==> src/rtl/mem_arbiter.sv <==
// Two-port round-robin arbiter/sequencer sharing one memory port; all outputs registered.
// Optional BUSY-state abort timer is compiled in with `define MEM_ARB_TIMEOUT_EN.
module mem_arbiter #(
    parameter int unsigned DATAWIDTH_BUS  = 32,
    parameter int unsigned DATAWIDTH_ADDR = 32,
    parameter int unsigned TIMEOUT_CYCLES = 16
) (
    input  logic                      MEM_ARB_CLOCK_50,
    input  logic                      MEM_ARB_RESET_InHigh,
    input  logic                      MEM_ARB_REQ0,
    input  logic                      MEM_ARB_REQ1,
    input  logic                      MEM_ARB_WE0,
    input  logic                      MEM_ARB_WE1,
    input  logic [DATAWIDTH_ADDR-1:0] MEM_ARB_ADDR0,
    input  logic [DATAWIDTH_ADDR-1:0] MEM_ARB_ADDR1,
    input  logic [DATAWIDTH_BUS-1:0]  MEM_ARB_WDATA0,
    input  logic [DATAWIDTH_BUS-1:0]  MEM_ARB_WDATA1,
    output logic                      MEM_ARB_ACK0,
    output logic                      MEM_ARB_ACK1,
    output logic [DATAWIDTH_BUS-1:0]  MEM_ARB_RDATA,
    output logic                      MEM_ARB_ERR,
    output logic                      MEM_ARB_OWNER,
    output logic                      MEM_ARB_MEM_RD,
    output logic                      MEM_ARB_MEM_WR,
    output logic [DATAWIDTH_ADDR-1:0] MEM_ARB_MEM_ADDR,
    output logic [DATAWIDTH_BUS-1:0]  MEM_ARB_MEM_WDATA,
    input  logic [DATAWIDTH_BUS-1:0]  MEM_ARB_MEM_RDATA,
    input  logic                      MEM_ARB_MEM_READY
);

    typedef enum logic [1:0] {
        IDLE = 2'd0,
        BUSY = 2'd1,
        RESP = 2'd2
    } state_t;

    if (TIMEOUT_CYCLES < 1) begin : g_bad_timeout
        $error("mem_arbiter: TIMEOUT_CYCLES must be at least 1");
    end

    state_t                    state_q, state_d;
    logic                      last_grant_q, last_grant_d;
    logic                      owner_q, owner_d;
    logic                      we_q, we_d;
    logic                      mem_rd_q, mem_rd_d;
    logic                      mem_wr_q, mem_wr_d;
    logic [DATAWIDTH_ADDR-1:0] mem_addr_q, mem_addr_d;
    logic [DATAWIDTH_BUS-1:0]  mem_wdata_q, mem_wdata_d;
    logic [DATAWIDTH_BUS-1:0]  rdata_q, rdata_d;
    logic                      ack0_q, ack0_d;
    logic                      ack1_q, ack1_d;
    logic                      winner;

    // A tie goes to the requester that was not served last; a single request wins outright.
    assign winner = (MEM_ARB_REQ0 && MEM_ARB_REQ1) ? ~last_grant_q : MEM_ARB_REQ1;

`ifdef MEM_ARB_TIMEOUT_EN
    localparam int unsigned CNT_W = $clog2(TIMEOUT_CYCLES + 1);

    logic [CNT_W-1:0] cnt_q, cnt_d;
    logic             err_q, err_d;
    logic             timeout;

    assign timeout = (cnt_q == CNT_W'(TIMEOUT_CYCLES - 1));
`endif

    always_comb begin
        state_d      = state_q;
        last_grant_d = last_grant_q;
        owner_d      = owner_q;
        we_d         = we_q;
        mem_rd_d     = mem_rd_q;
        mem_wr_d     = mem_wr_q;
        mem_addr_d   = mem_addr_q;
        mem_wdata_d  = mem_wdata_q;
        rdata_d      = rdata_q;
        ack0_d       = 1'b0;
        ack1_d       = 1'b0;
`ifdef MEM_ARB_TIMEOUT_EN
        cnt_d        = cnt_q;
        err_d        = 1'b0;
`endif
        unique case (state_q)
            IDLE: begin
                if (MEM_ARB_REQ0 || MEM_ARB_REQ1) begin
                    owner_d      = winner;
                    last_grant_d = winner;
                    we_d         = winner ? MEM_ARB_WE1 : MEM_ARB_WE0;
                    mem_addr_d   = winner ? MEM_ARB_ADDR1 : MEM_ARB_ADDR0;
                    mem_wdata_d  = winner ? MEM_ARB_WDATA1 : MEM_ARB_WDATA0;
                    mem_rd_d     = ~we_d;
                    mem_wr_d     = we_d;
                    state_d      = BUSY;
`ifdef MEM_ARB_TIMEOUT_EN
                    cnt_d        = '0;
`endif
                end
            end
            BUSY: begin
                if (MEM_ARB_MEM_READY) begin
                    mem_rd_d = 1'b0;
                    mem_wr_d = 1'b0;
                    if (!we_q) begin
                        rdata_d = MEM_ARB_MEM_RDATA;
                    end
                    ack0_d  = ~owner_q;
                    ack1_d  = owner_q;
                    state_d = RESP;
                end
`ifdef MEM_ARB_TIMEOUT_EN
                // READY on the timeout edge takes the branch above, so it wins.
                else if (timeout) begin
                    mem_rd_d = 1'b0;
                    mem_wr_d = 1'b0;
                    ack0_d   = ~owner_q;
                    ack1_d   = owner_q;
                    err_d    = 1'b1;
                    state_d  = RESP;
                end else begin
                    cnt_d = cnt_q + CNT_W'(1);
                end
`endif
            end
            RESP: begin
                state_d = IDLE;
            end
            default: begin
                state_d = IDLE;
            end
        endcase
    end

    always_ff @(posedge MEM_ARB_CLOCK_50 or posedge MEM_ARB_RESET_InHigh) begin
        if (MEM_ARB_RESET_InHigh) begin
            state_q      <= IDLE;
            last_grant_q <= 1'b1;
            owner_q      <= 1'b0;
            we_q         <= 1'b0;
            mem_rd_q     <= 1'b0;
            mem_wr_q     <= 1'b0;
            mem_addr_q   <= '0;
            mem_wdata_q  <= '0;
            rdata_q      <= '0;
            ack0_q       <= 1'b0;
            ack1_q       <= 1'b0;
`ifdef MEM_ARB_TIMEOUT_EN
            cnt_q        <= '0;
            err_q        <= 1'b0;
`endif
        end else begin
            state_q      <= state_d;
            last_grant_q <= last_grant_d;
            owner_q      <= owner_d;
            we_q         <= we_d;
            mem_rd_q     <= mem_rd_d;
            mem_wr_q     <= mem_wr_d;
            mem_addr_q   <= mem_addr_d;
            mem_wdata_q  <= mem_wdata_d;
            rdata_q      <= rdata_d;
            ack0_q       <= ack0_d;
            ack1_q       <= ack1_d;
`ifdef MEM_ARB_TIMEOUT_EN
            cnt_q        <= cnt_d;
            err_q        <= err_d;
`endif
        end
    end

    assign MEM_ARB_ACK0      = ack0_q;
    assign MEM_ARB_ACK1      = ack1_q;
    assign MEM_ARB_RDATA     = rdata_q;
    assign MEM_ARB_OWNER     = owner_q;
    assign MEM_ARB_MEM_RD    = mem_rd_q;
    assign MEM_ARB_MEM_WR    = mem_wr_q;
    assign MEM_ARB_MEM_ADDR  = mem_addr_q;
    assign MEM_ARB_MEM_WDATA = mem_wdata_q;
`ifdef MEM_ARB_TIMEOUT_EN
    assign MEM_ARB_ERR       = err_q;
`else
    assign MEM_ARB_ERR       = 1'b0;
`endif

endmodule

==> config.mk <==
export PLATFORM = sky130hd
export DESIGN_NAME = mem_arbiter
export DESIGN_NICKNAME = d
export VERILOG_FILES = /design/src/rtl/mem_arbiter.sv
export SDC_FILE = /design/constraint.sdc
export NUM_CORES = 1
export LEC_CHECK = 0
export CAP_MARGIN = 20
export CORE_MARGIN = 2
export CORE_UTILIZATION = 38
export CTS_CLUSTER_SIZE = 28
export DETAILED_ROUTE_END_ITERATION = 8
export PLACE_DENSITY = 0.85
export SLEW_MARGIN = 40
export SYNTH_ARGS = -nofsm -noshare
export SYNTH_HDL_FRONTEND = slang
export SYNTH_SLANG_ARGS = --single-unit
export TNS_END_PERCENT = 20
==> constraint.sdc <==
create_clock -name MEM_ARB_CLOCK_50 -period 4.7 [get_ports MEM_ARB_CLOCK_50]
set_input_delay 0.94 -clock MEM_ARB_CLOCK_50 [delete_from_list [all_inputs] [get_ports MEM_ARB_CLOCK_50]]
set_output_delay 0.94 -clock MEM_ARB_CLOCK_50 [all_outputs]
set_load 0.02 [all_outputs]
**Word-level counts from Yosys, hierarchy flattened**

Index checks and enable logic that the tools add are counted.

- Mux-type cells: 16
- Reduce and logical (&&, ||, !) cells: 8
- Eq/ne operators: 3
- Bitwise gates (word level): 4

Operators with widths:

| cell | count |
|---|---|
| 32-bit 2-to-1 mux | 2 |
| 1-bit 2-to-1 mux | 9 |
| 3-bit AND reduction | 2 |
| 2-bit 2-to-1 mux | 2 |
| 2-bit inequality test, second input constant | 2 |
| 1-bit inverter | 4 |
| 1-bit case mux with 2 select lines | 2 |
| 2-bit case mux with 2 select lines | 1 |
| 2-bit AND reduction | 2 |
| 2-bit by 1-bit == test with 1-bit output, second input constant | 1 |
| 2-bit zero test | 1 |
| 2-bit nonzero test | 1 |
| 1-bit logical AND | 1 |
| 1-bit logical OR | 1 |

- Register bits after elaboration: 105
- Bits of input ports: 167

**Logic depth before layout (Yosys ltp)**

Gate-level depths: netlist (run 1).

- Word-level depth: 6
- Mapped depth: 5
- Gate-level depth less buffers: 3

**Least setup slack after synthesis (run 1)**

Ideal clock, no wire load.

- Path kind: input to register
- Start: input port MEM_ARB_REQ1
- End: register mem_addr_q[0] (netlist: MEM_ARB_MEM_ADDR[0])
- Required time: 4.575 ns
- Setup time: 0.125 ns
- Cell stages on the path: 5
- Arrival: 1.972 ns
- Path slack: 2.604 ns
- Cell sequence: a21bo_2 -> buf_6 -> buf_6 -> mux2_1 -> mux2_2

- Word-level cells in the longest chain between the ends: 3
- Elaborated cells on any way between the ends: 5

Ends and longest elaborated chain:

| what | RTL line | text |
|---|---|---|
| start, declared | 11 | `input logic MEM_ARB_REQ1,` |
| 1-bit logical AND | 55 | `assign winner = (MEM_ARB_REQ0 && MEM_ARB_REQ1) ? ~last_grant_q : MEM_ARB_REQ1;` |
| 1-bit 2-to-1 mux | 55 |  |
| 32-bit 2-to-1 mux | 89 | `mem_addr_d = winner ? MEM_ARB_ADDR1 : MEM_ARB_ADDR0;` |
| end signal, assigned | 157 | `mem_addr_q <= mem_addr_d;` |
| end, declared | 47 | `logic [DATAWIDTH_ADDR-1:0] mem_addr_q, mem_addr_d;` |

Several ways; a longest one is shown, not always the timed one.
A chain may end at the register's enable or synchronous reset.

**Worst setup path after layout (run 1)**

- Start: input port MEM_ARB_REQ0
- End: register mem_wr_q (netlist: MEM_ARB_MEM_WR)

- Word-level cells in the longest chain between the ends: 5
- Elaborated cells on any way between the ends: 8

Ends and longest elaborated chain:

| what | RTL line | text |
|---|---|---|
| start, declared | 10 | `input logic MEM_ARB_REQ0,` |
| 1-bit logical AND | 55 |  |
| 1-bit 2-to-1 mux | 55 |  |
| 1-bit 2-to-1 mux | 88 | `we_d = winner ? MEM_ARB_WE1 : MEM_ARB_WE0;` |
| 1-bit 2-to-1 mux | 85 | `if (MEM_ARB_REQ0 \|\| MEM_ARB_REQ1) begin` |
| 1-bit case mux with 2 select lines | 83 | `unique case (state_q)` |
| end signal, assigned | 156 | `mem_wr_q <= mem_wr_d;` |
| end, declared | 46 | `logic mem_wr_q, mem_wr_d;` |

Several ways; a longest one is shown, not always the timed one. The select of a mux whose other input is x is not followed.

==> results of run 1 <==
==> per-stage QoR <==
step                worst slack, ns  hold slack (ns)  util [%]  area [sq um]  power, uW
global placement               1.63            0.466      62.5          7540       4140
detailed placement             1.58            0.475      62.6          7550       4230
CTS                            1.97            0.481      65.3          7880       5060
floorplan                      1.00            0.480         -          4700       2960
finish                         1.94            0.473      65.3          7880       5000
global route                   1.87            0.505      65.3          7880       5260
==> logic make-up (layout without fill, tap and decap cells) <==
kind of cell           Yosys count  after routing  synth area share (%)
AO/OA/AOI/OAI                    8              8                  1.12
buffers and inverters           20            290                  2.80
flip-flops                     105            105                  56.0
multiplexers                   163            163                  39.1
other                            1              1                0.0798
AND/OR/NAND/NOR                  9              9                 0.985
==> power breakdown <==
| group | internal (uW) | total [uW] | switching, uW |
|---|---|---|---|
| logic | 1420 | 2580 | 1160 |
| clock network | 494 | 818 | 324 |
| registers | 1370 | 1600 | 234 |
==> metal layers <==
| metal | track usage [%] | vias up |
|---|---|---|
| li1 | - | 1621 |
| met1 | 19.5 | 1706 |
| met2 | 35.1 | 171 |
| met3 | 6.54 | 25 |
| met4 | 9.00 | 0 |
| met5 | 0 | - |
==> cell usage in the layout, fill, tap and decap left out, drive strengths merged, types with 2 or more instances in the layout <==
| cell type | count |
|---|---|
| mux2 | 163 |
| buf | 6 |
| clkbuf | 11 |
| and2 | 2 |
| nor2 | 4 |
| clkdlybuf4s50 | 267 |
| o21ai | 3 |
| bufinv | 2 |
| dfrtp | 104 |
| inv | 2 |
==> state kept, by name (all words and copies together) (netlist names) <==
signal,count
MEM_ARB_MEM_WR,1
MEM_ARB_RDATA,32
state_q,2
MEM_ARB_OWNER,1
MEM_ARB_MEM_WDATA,32
MEM_ARB_MEM_ADDR,32
MEM_ARB_ACK0,1
MEM_ARB_MEM_RD,1
MEM_ARB_ACK1,1
last_grant_q,1
we_q,1
==> final cells by class <==
cell class,instances,area (sq um),area share [%]
Multi-Input combinational cell,181,1950,24.8
Timing Repair Buffer,273,2750,34.9
Clock buffer,11,253,3.21
Tap cell,168,210,2.67
Clock inverter,4,76.3,0.969
Inverter,2,10.0,0.127
Sequential cell,105,2630,33.4
==> worst min-delay path by stage <==
stage | startpoint | end | slack [ns] | cells after the start
after floorplan | we_q | we_q | 0.48 | 1
after global placement | MEM_ARB_OWNER | MEM_ARB_ACK0 | 0.47 | 1
after detailed placement | MEM_ARB_OWNER | MEM_ARB_ACK0 | 0.47 | 1
after CTS | MEM_ARB_OWNER | MEM_ARB_ACK0 | 0.48 | 1
after global routing | MEM_ARB_OWNER | MEM_ARB_ACK0 | 0.50 | 1
final | MEM_ARB_OWNER | MEM_ARB_ACK0 | 0.47 | 1
==> impl_results.html, run 1 <==
<table>
<tr><th>Metric</th><th>Value</th></tr>
<tr><th colspan="2">Outcome</th></tr>
<tr><td>Run status</td><td>finished, final reports clean</td></tr>
<tr><th colspan="2">Cells and area</th></tr>
<tr><td>Number of nets at the end of the flow</td><td>739</td></tr>
<tr><td>Post-route non-filler standard cell count</td><td>744</td></tr>
<tr><td>Fraction of final layout cells sized beyond drive strength 1</td><td>a little over a quarter</td></tr>
<tr><td>Signed area change from the synthesized netlist to the final layout</td><td>67.7%</td></tr>
<tr><td>Diodes inserted</td><td>0</td></tr>
<tr><td>Filler Cell Count</td><td>916</td></tr>
<tr><th colspan="2">Global routing</th></tr>
<tr><td>First-pass GRT wire length</td><td>a little under 20,000 um</td></tr>
<tr><td>Maximum number of pins on one net before global-route repair</td><td>53</td></tr>
<tr><td>Global route overflow</td><td>0</td></tr>
<tr><td>Antenna violations before repair</td><td>0</td></tr>
<tr><td>Vias in the first global route</td><td>3,924</td></tr>
<tr><td>GRT Resource Usage Total</td><td>about a fifth</td></tr>
<tr><th colspan="2">Die</th></tr>
<tr><td>Die extent in y</td><td>115 um</td></tr>
<tr><td>I/O pin total</td><td>269</td></tr>
<tr><td>Initial Utilization</td><td>39.0%</td></tr>
<tr><td>Std-Cell Core Area</td><td>12,100 sq um</td></tr>
<tr><td>Die width</td><td>approximately 120 um</td></tr>
<tr><td>Die area</td><td>about 13,000 sq um</td></tr>
<tr><td>Site row count</td><td>40</td></tr>
<tr><th colspan="2">CTS</th></tr>
<tr><td>Sinks on the clock net</td><td>between 100 and 150</td></tr>
<tr><td>CTS tree</td><td>yes</td></tr>
<tr><td>Later-pin clock latency in the skew report</td><td>0.34 ns</td></tr>
<tr><td>CTS buffer count</td><td>9</td></tr>
<tr><td>Hold_buf cts</td><td>0</td></tr>
<tr><td>Postcts setup bufs</td><td>0</td></tr>
<tr><td>Clock Pin Slew Worst Setup and Hold Paths</td><td>~0.070 ns</td></tr>
<tr><td>CTS max path bufs</td><td>2</td></tr>
<tr><td>Post_cts resized</td><td>0</td></tr>
<tr><td>Number of levels in the clock H-tree</td><td>3</td></tr>
<tr><td>Clk root buf</td><td>sky130_fd_sc_hd__clkbuf_16</td></tr>
<tr><th colspan="2">Timing</th></tr>
<tr><td>Measured slew at the worst slew-check pin</td><td>0.540 ns</td></tr>
<tr><td>Hold Violations, Final</td><td>0</td></tr>
<tr><td>Share of the cycle needed by the critical path after routing</td><td>58.8%</td></tr>
<tr><td>Minimum period implied by the final worst setup slack</td><td>2.76 ns</td></tr>
<tr><td>Final setup violation count</td><td>0</td></tr>
<tr><td>Setup repair after global routing missed its margin</td><td>no</td></tr>
<tr><td>Slew HR</td><td>64.0%</td></tr>
<tr><td>Setup clock skew after layout</td><td>a little over 0.005 ns</td></tr>
<tr><td>Achievable Freq</td><td>~0.36 GHz</td></tr>
<tr><td>Final slew viol count</td><td>0</td></tr>
<tr><td>Post-Route Setup TNS</td><td>0 ns</td></tr>
<tr><th colspan="2">Setup path</th></tr>
<tr><td>Worst path most repeated cell</td><td>sky130_fd_sc_hd__mux2_2</td></tr>
<tr><td>Critical path buffers and inverters</td><td>2</td></tr>
<tr><td>Total number of cells along the worst setup path</td><td>5</td></tr>
<tr><td>Worst flop-to-flop path startpoint</td><td>last_grant_q</td></tr>
<tr><td>Setup crit start</td><td>MEM_ARB_REQ0</td></tr>
<tr><td>Critical Path Slowest Stage Cell</td><td>sky130_fd_sc_hd__clkdlybuf4s50_1</td></tr>
<tr><td>Cell-by-cell listing of the critical path</td><td>clkdlybuf4s50_1 -&gt; a21bo_2 -&gt; buf_12 -&gt; mux2_2 -&gt; mux2_2</td></tr>
<tr><td>Slowest stage delay, CP</td><td>about 0.58 ns</td></tr>
<tr><td>Worst EP arrival</td><td>3.00 ns</td></tr>
<tr><td>Required time worst endpoint</td><td>4.93 ns</td></tr>
<tr><td>Slack of the worst reg-to-reg path</td><td>2.61 ns</td></tr>
<tr><td>Worst r2r path cells</td><td>4</td></tr>
<tr><td>Critical path destination</td><td>MEM_ARB_MEM_WR</td></tr>
<tr><td>Worst setup SP type</td><td>input pin</td></tr>
<tr><td>Critical path start-end classification</td><td>in -&gt; reg</td></tr>
<tr><td>Critical-path maximum fanout</td><td>52</td></tr>
<tr><td>Crit Reg-Reg Endpoint</td><td>MEM_ARB_MEM_WR</td></tr>
<tr><td>Family of cells with the greatest summed delay on the critical path</td><td>buffers and inverters</td></tr>
<tr><td>Kind of capture point of the worst setup path</td><td>flop</td></tr>
<tr><th colspan="2">Yosys</th></tr>
<tr><td>Cell area after synthesis</td><td>~4700 sq um</td></tr>
<tr><td>Count leader, synth</td><td>sky130_fd_sc_hd__mux2_2</td></tr>
<tr><td>Total of warnings raised by yosys</td><td>0</td></tr>
<tr><td>Count of unique library cells instantiated by Yosys</td><td>21</td></tr>
<tr><td>Average footprint of a synthesized cell</td><td>roughly 15 sq um</td></tr>
<tr><td>Synthesized netlist net count</td><td>473</td></tr>
<tr><td>Commonest cells post-synth</td><td>sky130_fd_sc_hd__mux2_2 (124), sky130_fd_sc_hd__dfrtp_1 (104), sky130_fd_sc_hd__mux2_1 (39)</td></tr>
<tr><td>Largest area contributor in the synthesized netlist</td><td>sky130_fd_sc_hd__dfrtp_1</td></tr>
<tr><td>Portion of synthesized cell area occupied by the leading cell type</td><td>55.4%</td></tr>
<tr><td>Post-synth EDFFs</td><td>0</td></tr>
<tr><td>Fraction of the yosys area taken by sequential cells</td><td>between 50% and 60%</td></tr>
<tr><td>Flops &amp; latches, synth</td><td>about 110</td></tr>
<tr><td>Number of instances in the synthesized netlist</td><td>306</td></tr>
<tr><td>Main area contributors after synthesis</td><td>sky130_fd_sc_hd__dfrtp_1 (55%), sky130_fd_sc_hd__mux2_2 (30%), sky130_fd_sc_hd__mux2_1 (9.3%), sky130_fd_sc_hd__buf_2 (1.3%), sky130_fd_sc_hd__buf_6 (1.2%)</td></tr>
<tr><td>Dominant synthesized flop cell</td><td>sky130_fd_sc_hd__dfrtp_1</td></tr>
<tr><td>Post-synthesis async set-or-reset flop share</td><td>between 90% and 100%</td></tr>
<tr><th colspan="2">Placed design</th></tr>
<tr><td>Total of buffers placed on input and output ports</td><td>roughly 270</td></tr>
<tr><td>HPWL Detailed</td><td>9880 um</td></tr>
<tr><td>Number of placed instances with taps included</td><td>approximately 730</td></tr>
<tr><td>Final weighted congestion in routability-driven placement</td><td>0.801</td></tr>
<tr><th colspan="2">Drt</th></tr>
<tr><td>Sum of routed wire length over all layers</td><td>12,700 um</td></tr>
<tr><td>Count of TritonRoute iterations in the first routing pass</td><td>4</td></tr>
<tr><td>Routed wirelength normalized by instance count</td><td>about 17 um</td></tr>
<tr><td>Top layer reached by signal wires</td><td>met4</td></tr>
<tr><td>Metal2 WL</td><td>approximately 6600 um</td></tr>
<tr><td>Initial detailed-routing violation count</td><td>72</td></tr>
<tr><td>Met1 Wirelength</td><td>4470 um</td></tr>
<tr><td>Remaining DRCs</td><td>0</td></tr>
<tr><td>Per-cell via count in the routed design</td><td>4.74</td></tr>
<tr><td>Via count of the routed design</td><td>3,523</td></tr>
<tr><td>Routed wl met3</td><td>approximately 1200 um</td></tr>
<tr><td>Post-route antenna net violation count</td><td>0</td></tr>
<tr><th colspan="2">Power</th></tr>
<tr><td>P per Cell Area</td><td>634 nW/um^2</td></tr>
<tr><td>LEAKAGE</td><td>0.00319 uW</td></tr>
<tr><td>Worst IR drop on VDD</td><td>0.357 mV</td></tr>
<tr><th colspan="2">Hold path</th></tr>
<tr><td>Hold WC Path Type</td><td>reg -&gt; reg</td></tr>
<tr><th colspan="2">Run</th></tr>
<tr><td>Max-capacitance violation count</td><td>0</td></tr>
</table>
Power figures use the tool's default switching activity.
==> run 2: changes to the inputs <==
- CORE_UTILIZATION: 38 -> 35
- PLACE_DENSITY: 0.85 -> 0.83
- clock period: 4.7 -> 2.34 ns (I/O delays scaled with it)
==> impl_results.html, run 2 (same netlist as run 1, synthesis figures left out) <==
<table>
<tr><th>Metric</th><th>Value</th></tr>
<tr><th colspan="2">CTS</th></tr>
<tr><td>CTS max path bufs</td><td>2</td></tr>
<tr><td>Sinks on the clock net</td><td>105</td></tr>
<tr><td>Clk root buf</td><td>sky130_fd_sc_hd__clkbuf_16</td></tr>
<tr><td>CTS buffer count</td><td>9</td></tr>
<tr><td>CTS tree</td><td>yes</td></tr>
<tr><td>Post_cts resized</td><td>0</td></tr>
<tr><td>Postcts setup bufs</td><td>0</td></tr>
<tr><td>Later-pin clock latency in the skew report</td><td>0.34 ns</td></tr>
<tr><td>Hold_buf cts</td><td>0</td></tr>
<tr><td>Clock Pin Slew Worst Setup and Hold Paths</td><td>0.07 ns</td></tr>
<tr><td>Number of levels in the clock H-tree</td><td>3</td></tr>
<tr><th colspan="2">Die</th></tr>
<tr><td>Site row count</td><td>42</td></tr>
<tr><td>Initial Utilization</td><td>a little over a third</td></tr>
<tr><td>Die extent in y</td><td>between 100 and 150 um</td></tr>
<tr><td>I/O pin total</td><td>269</td></tr>
<tr><td>Die area</td><td>roughly 14,000 sq um</td></tr>
<tr><td>Std-Cell Core Area</td><td>around 13,000 sq um</td></tr>
<tr><td>Die width</td><td>between 100 and 150 um</td></tr>
<tr><th colspan="2">Cells and area</th></tr>
<tr><td>Final core utilization</td><td>60.4%</td></tr>
<tr><td>Diodes inserted</td><td>0</td></tr>
<tr><td>Signed area change from the synthesized netlist to the final layout</td><td>69.5%</td></tr>
<tr><td>Filler Cell Count</td><td>1,010</td></tr>
<tr><td>Most common library cell in the layout ignoring fill and taps</td><td>sky130_fd_sc_hd__clkdlybuf4s50_1</td></tr>
<tr><td>Most frequent cells in the layout</td><td>sky130_fd_sc_hd__clkdlybuf4s50_1 (267), sky130_fd_sc_hd__mux2_2 (124), sky130_fd_sc_hd__dfrtp_1 (104)</td></tr>
<tr><td>Number of nets at the end of the flow</td><td>742</td></tr>
<tr><td>Final std cell area, no fill</td><td>7960 sq um</td></tr>
<tr><td>Fraction of final layout cells sized beyond drive strength 1</td><td>26.4%</td></tr>
<tr><th colspan="2">Setup path</th></tr>
<tr><td>Critical Path Slowest Stage Cell</td><td>sky130_fd_sc_hd__clkdlybuf4s50_1</td></tr>
<tr><td>Required time worst endpoint</td><td>around 1.9 ns</td></tr>
<tr><td>Critical path buffers and inverters</td><td>1</td></tr>
<tr><td>Cell-by-cell listing of the critical path</td><td>clkdlybuf4s50_1</td></tr>
<tr><td>Worst r2r path cells</td><td>4</td></tr>
<tr><td>Critical path start-end classification</td><td>reg -&gt; out</td></tr>
<tr><td>Critical-path maximum fanout</td><td>4</td></tr>
<tr><td>Slack of the worst reg-to-reg path</td><td>~0.63 ns</td></tr>
<tr><td>Setup crit start</td><td>MEM_ARB_OWNER</td></tr>
<tr><td>Worst setup SP type</td><td>flop</td></tr>
<tr><td>Worst flop-to-flop path startpoint</td><td>last_grant_q</td></tr>
<tr><td>Crit Reg-Reg Endpoint</td><td>MEM_ARB_MEM_ADDR[1]</td></tr>
<tr><td>Kind of capture point of the worst setup path</td><td>output port</td></tr>
<tr><td>Family of cells with the greatest summed delay on the critical path</td><td>buffers and inverters</td></tr>
<tr><td>Total number of cells along the worst setup path</td><td>1</td></tr>
<tr><td>Slowest stage delay, CP</td><td>0.63 ns</td></tr>
<tr><td>Critical path destination</td><td>MEM_ARB_OWNER</td></tr>
<tr><td>Worst EP arrival</td><td>1.36 ns</td></tr>
<tr><th colspan="2">Timing</th></tr>
<tr><td>Share of the cycle needed by the critical path after routing</td><td>78.0%</td></tr>
<tr><td>Achievable Freq</td><td>around 0.55 GHz</td></tr>
<tr><td>Min Hold Slack</td><td>0.475 ns</td></tr>
<tr><td>Slew HR</td><td>61.1%</td></tr>
<tr><td>Setup clock skew after layout</td><td>approximately 0.0080 ns</td></tr>
<tr><td>Minimum period implied by the final worst setup slack</td><td>1.82 ns</td></tr>
<tr><td>Setup repair after global routing missed its margin</td><td>no</td></tr>
<tr><td>Final slew viol count</td><td>0</td></tr>
<tr><td>Measured slew at the worst slew-check pin</td><td>a little under 0.6 ns</td></tr>
<tr><td>Hold Violations, Final</td><td>0</td></tr>
<tr><td>Final setup violation count</td><td>0</td></tr>
<tr><td>Post-Route Setup TNS</td><td>0 ns</td></tr>
<tr><th colspan="2">Global routing</th></tr>
<tr><td>Global route overflow</td><td>0</td></tr>
<tr><td>Antenna violations before repair</td><td>0</td></tr>
<tr><td>First-pass GRT wire length</td><td>19,200 um</td></tr>
<tr><td>Maximum number of pins on one net before global-route repair</td><td>60</td></tr>
<tr><td>Vias in the first global route</td><td>3,872</td></tr>
<tr><td>GRT Resource Usage Total</td><td>approximately 17%</td></tr>
<tr><th colspan="2">Hold path</th></tr>
<tr><td>Hold Crit Depth</td><td>1</td></tr>
<tr><td>Hold WC Path Type</td><td>reg -&gt; reg</td></tr>
<tr><th colspan="2">Run</th></tr>
<tr><td>Max-capacitance violation count</td><td>0</td></tr>
<tr><th colspan="2">Power</th></tr>
<tr><td>PnR Total Power</td><td>10,100 uW</td></tr>
<tr><td>P per Cell Area</td><td>1270 nW/um^2</td></tr>
<tr><td>Worst IR drop on VDD</td><td>0.828 mV</td></tr>
<tr><td>LEAKAGE</td><td>0.00323 uW</td></tr>
<tr><th colspan="2">Drt</th></tr>
<tr><td>Remaining DRCs</td><td>0</td></tr>
<tr><td>Per-cell via count in the routed design</td><td>between 4 and 5</td></tr>
<tr><td>Count of TritonRoute iterations in the first routing pass</td><td>2</td></tr>
<tr><td>Sum of routed wire length over all layers</td><td>12,300 um</td></tr>
<tr><td>Post-route antenna net violation count</td><td>0</td></tr>
<tr><td>Routed wirelength normalized by instance count</td><td>16.2 um</td></tr>
<tr><td>Via count of the routed design</td><td>3,521</td></tr>
<tr><td>Initial detailed-routing violation count</td><td>64</td></tr>
<tr><th colspan="2">Placed design</th></tr>
<tr><td>Dpl cell area</td><td>7630 sq um</td></tr>
<tr><td>Final weighted congestion in routability-driven placement</td><td>0.689</td></tr>
<tr><td>HPWL Detailed</td><td>9250 um</td></tr>
<tr><td>Total of buffers placed on input and output ports</td><td>around 270</td></tr>
<tr><th colspan="2">Outcome</th></tr>
<tr><td>Run status</td><td>finished, final reports clean</td></tr>
</table>
run 2: cell types whose count changed in the layout (fill, tap and decap cells not counted), sizes merged:
cell,delta
buf,+3
clkbuf,+1
run 2: stage by stage:
step           setup WS (ns)  std cells
2_1_floorplan          0.613        306
5_1_grt                0.454        756
3_3_place_gp           0.216        740
3_5_place_dp           0.183        740
4_1_cts                0.470        756
6_report               0.516        756
run 2: cell type report:
type                            instances  area [sq um]  share of cell area (%)
Clock buffer                           12           256                    3.22
Clock inverter                          4          73.8                   0.927
Inverter                                2          11.3                   0.141
Multi-Input combinational cell        181          1960                    24.6
Sequential cell                       105          2630                    33.0
Tap cell                              176           220                    2.77
Timing Repair Buffer                  276          2820                    35.3
run 2: routing by layer:
metal | vias to the layer above | routed length [um] | track usage (%)
met5 | - | 0 | 0
met4 | 0 | 251 | 7.72
met3 | 18 | 1410 | 7.22
met2 | 177 | 6120 | 29.6
met1 | 1699 | 4500 | 18.1
li1 | 1627 | - | -
run 2: where the power goes:
part / leakage, uW / internal (uW) / switching (uW) / total, uW
logic: 0.00182 / 2900 / 2320 / 5220
clock network: 0.000163 / 999 / 662 / 1660
registers: 0.00124 / 2750 / 474 / 3220
total: 0.00323 / 6650 / 3450 / 10100
run 2: worst min path at each step:
stage                         from                  end  slack [ns]
6_report             MEM_ARB_OWNER         MEM_ARB_ACK0        0.47
5_1_grt        MEM_ARB_MEM_ADDR[1]  MEM_ARB_MEM_ADDR[1]        0.51
4_1_cts              MEM_ARB_OWNER         MEM_ARB_ACK0        0.49
3_5_place_dp         MEM_ARB_OWNER         MEM_ARB_ACK0        0.48
3_3_place_gp         MEM_ARB_OWNER         MEM_ARB_ACK0        0.46
2_1_floorplan                 we_q                 we_q        0.48
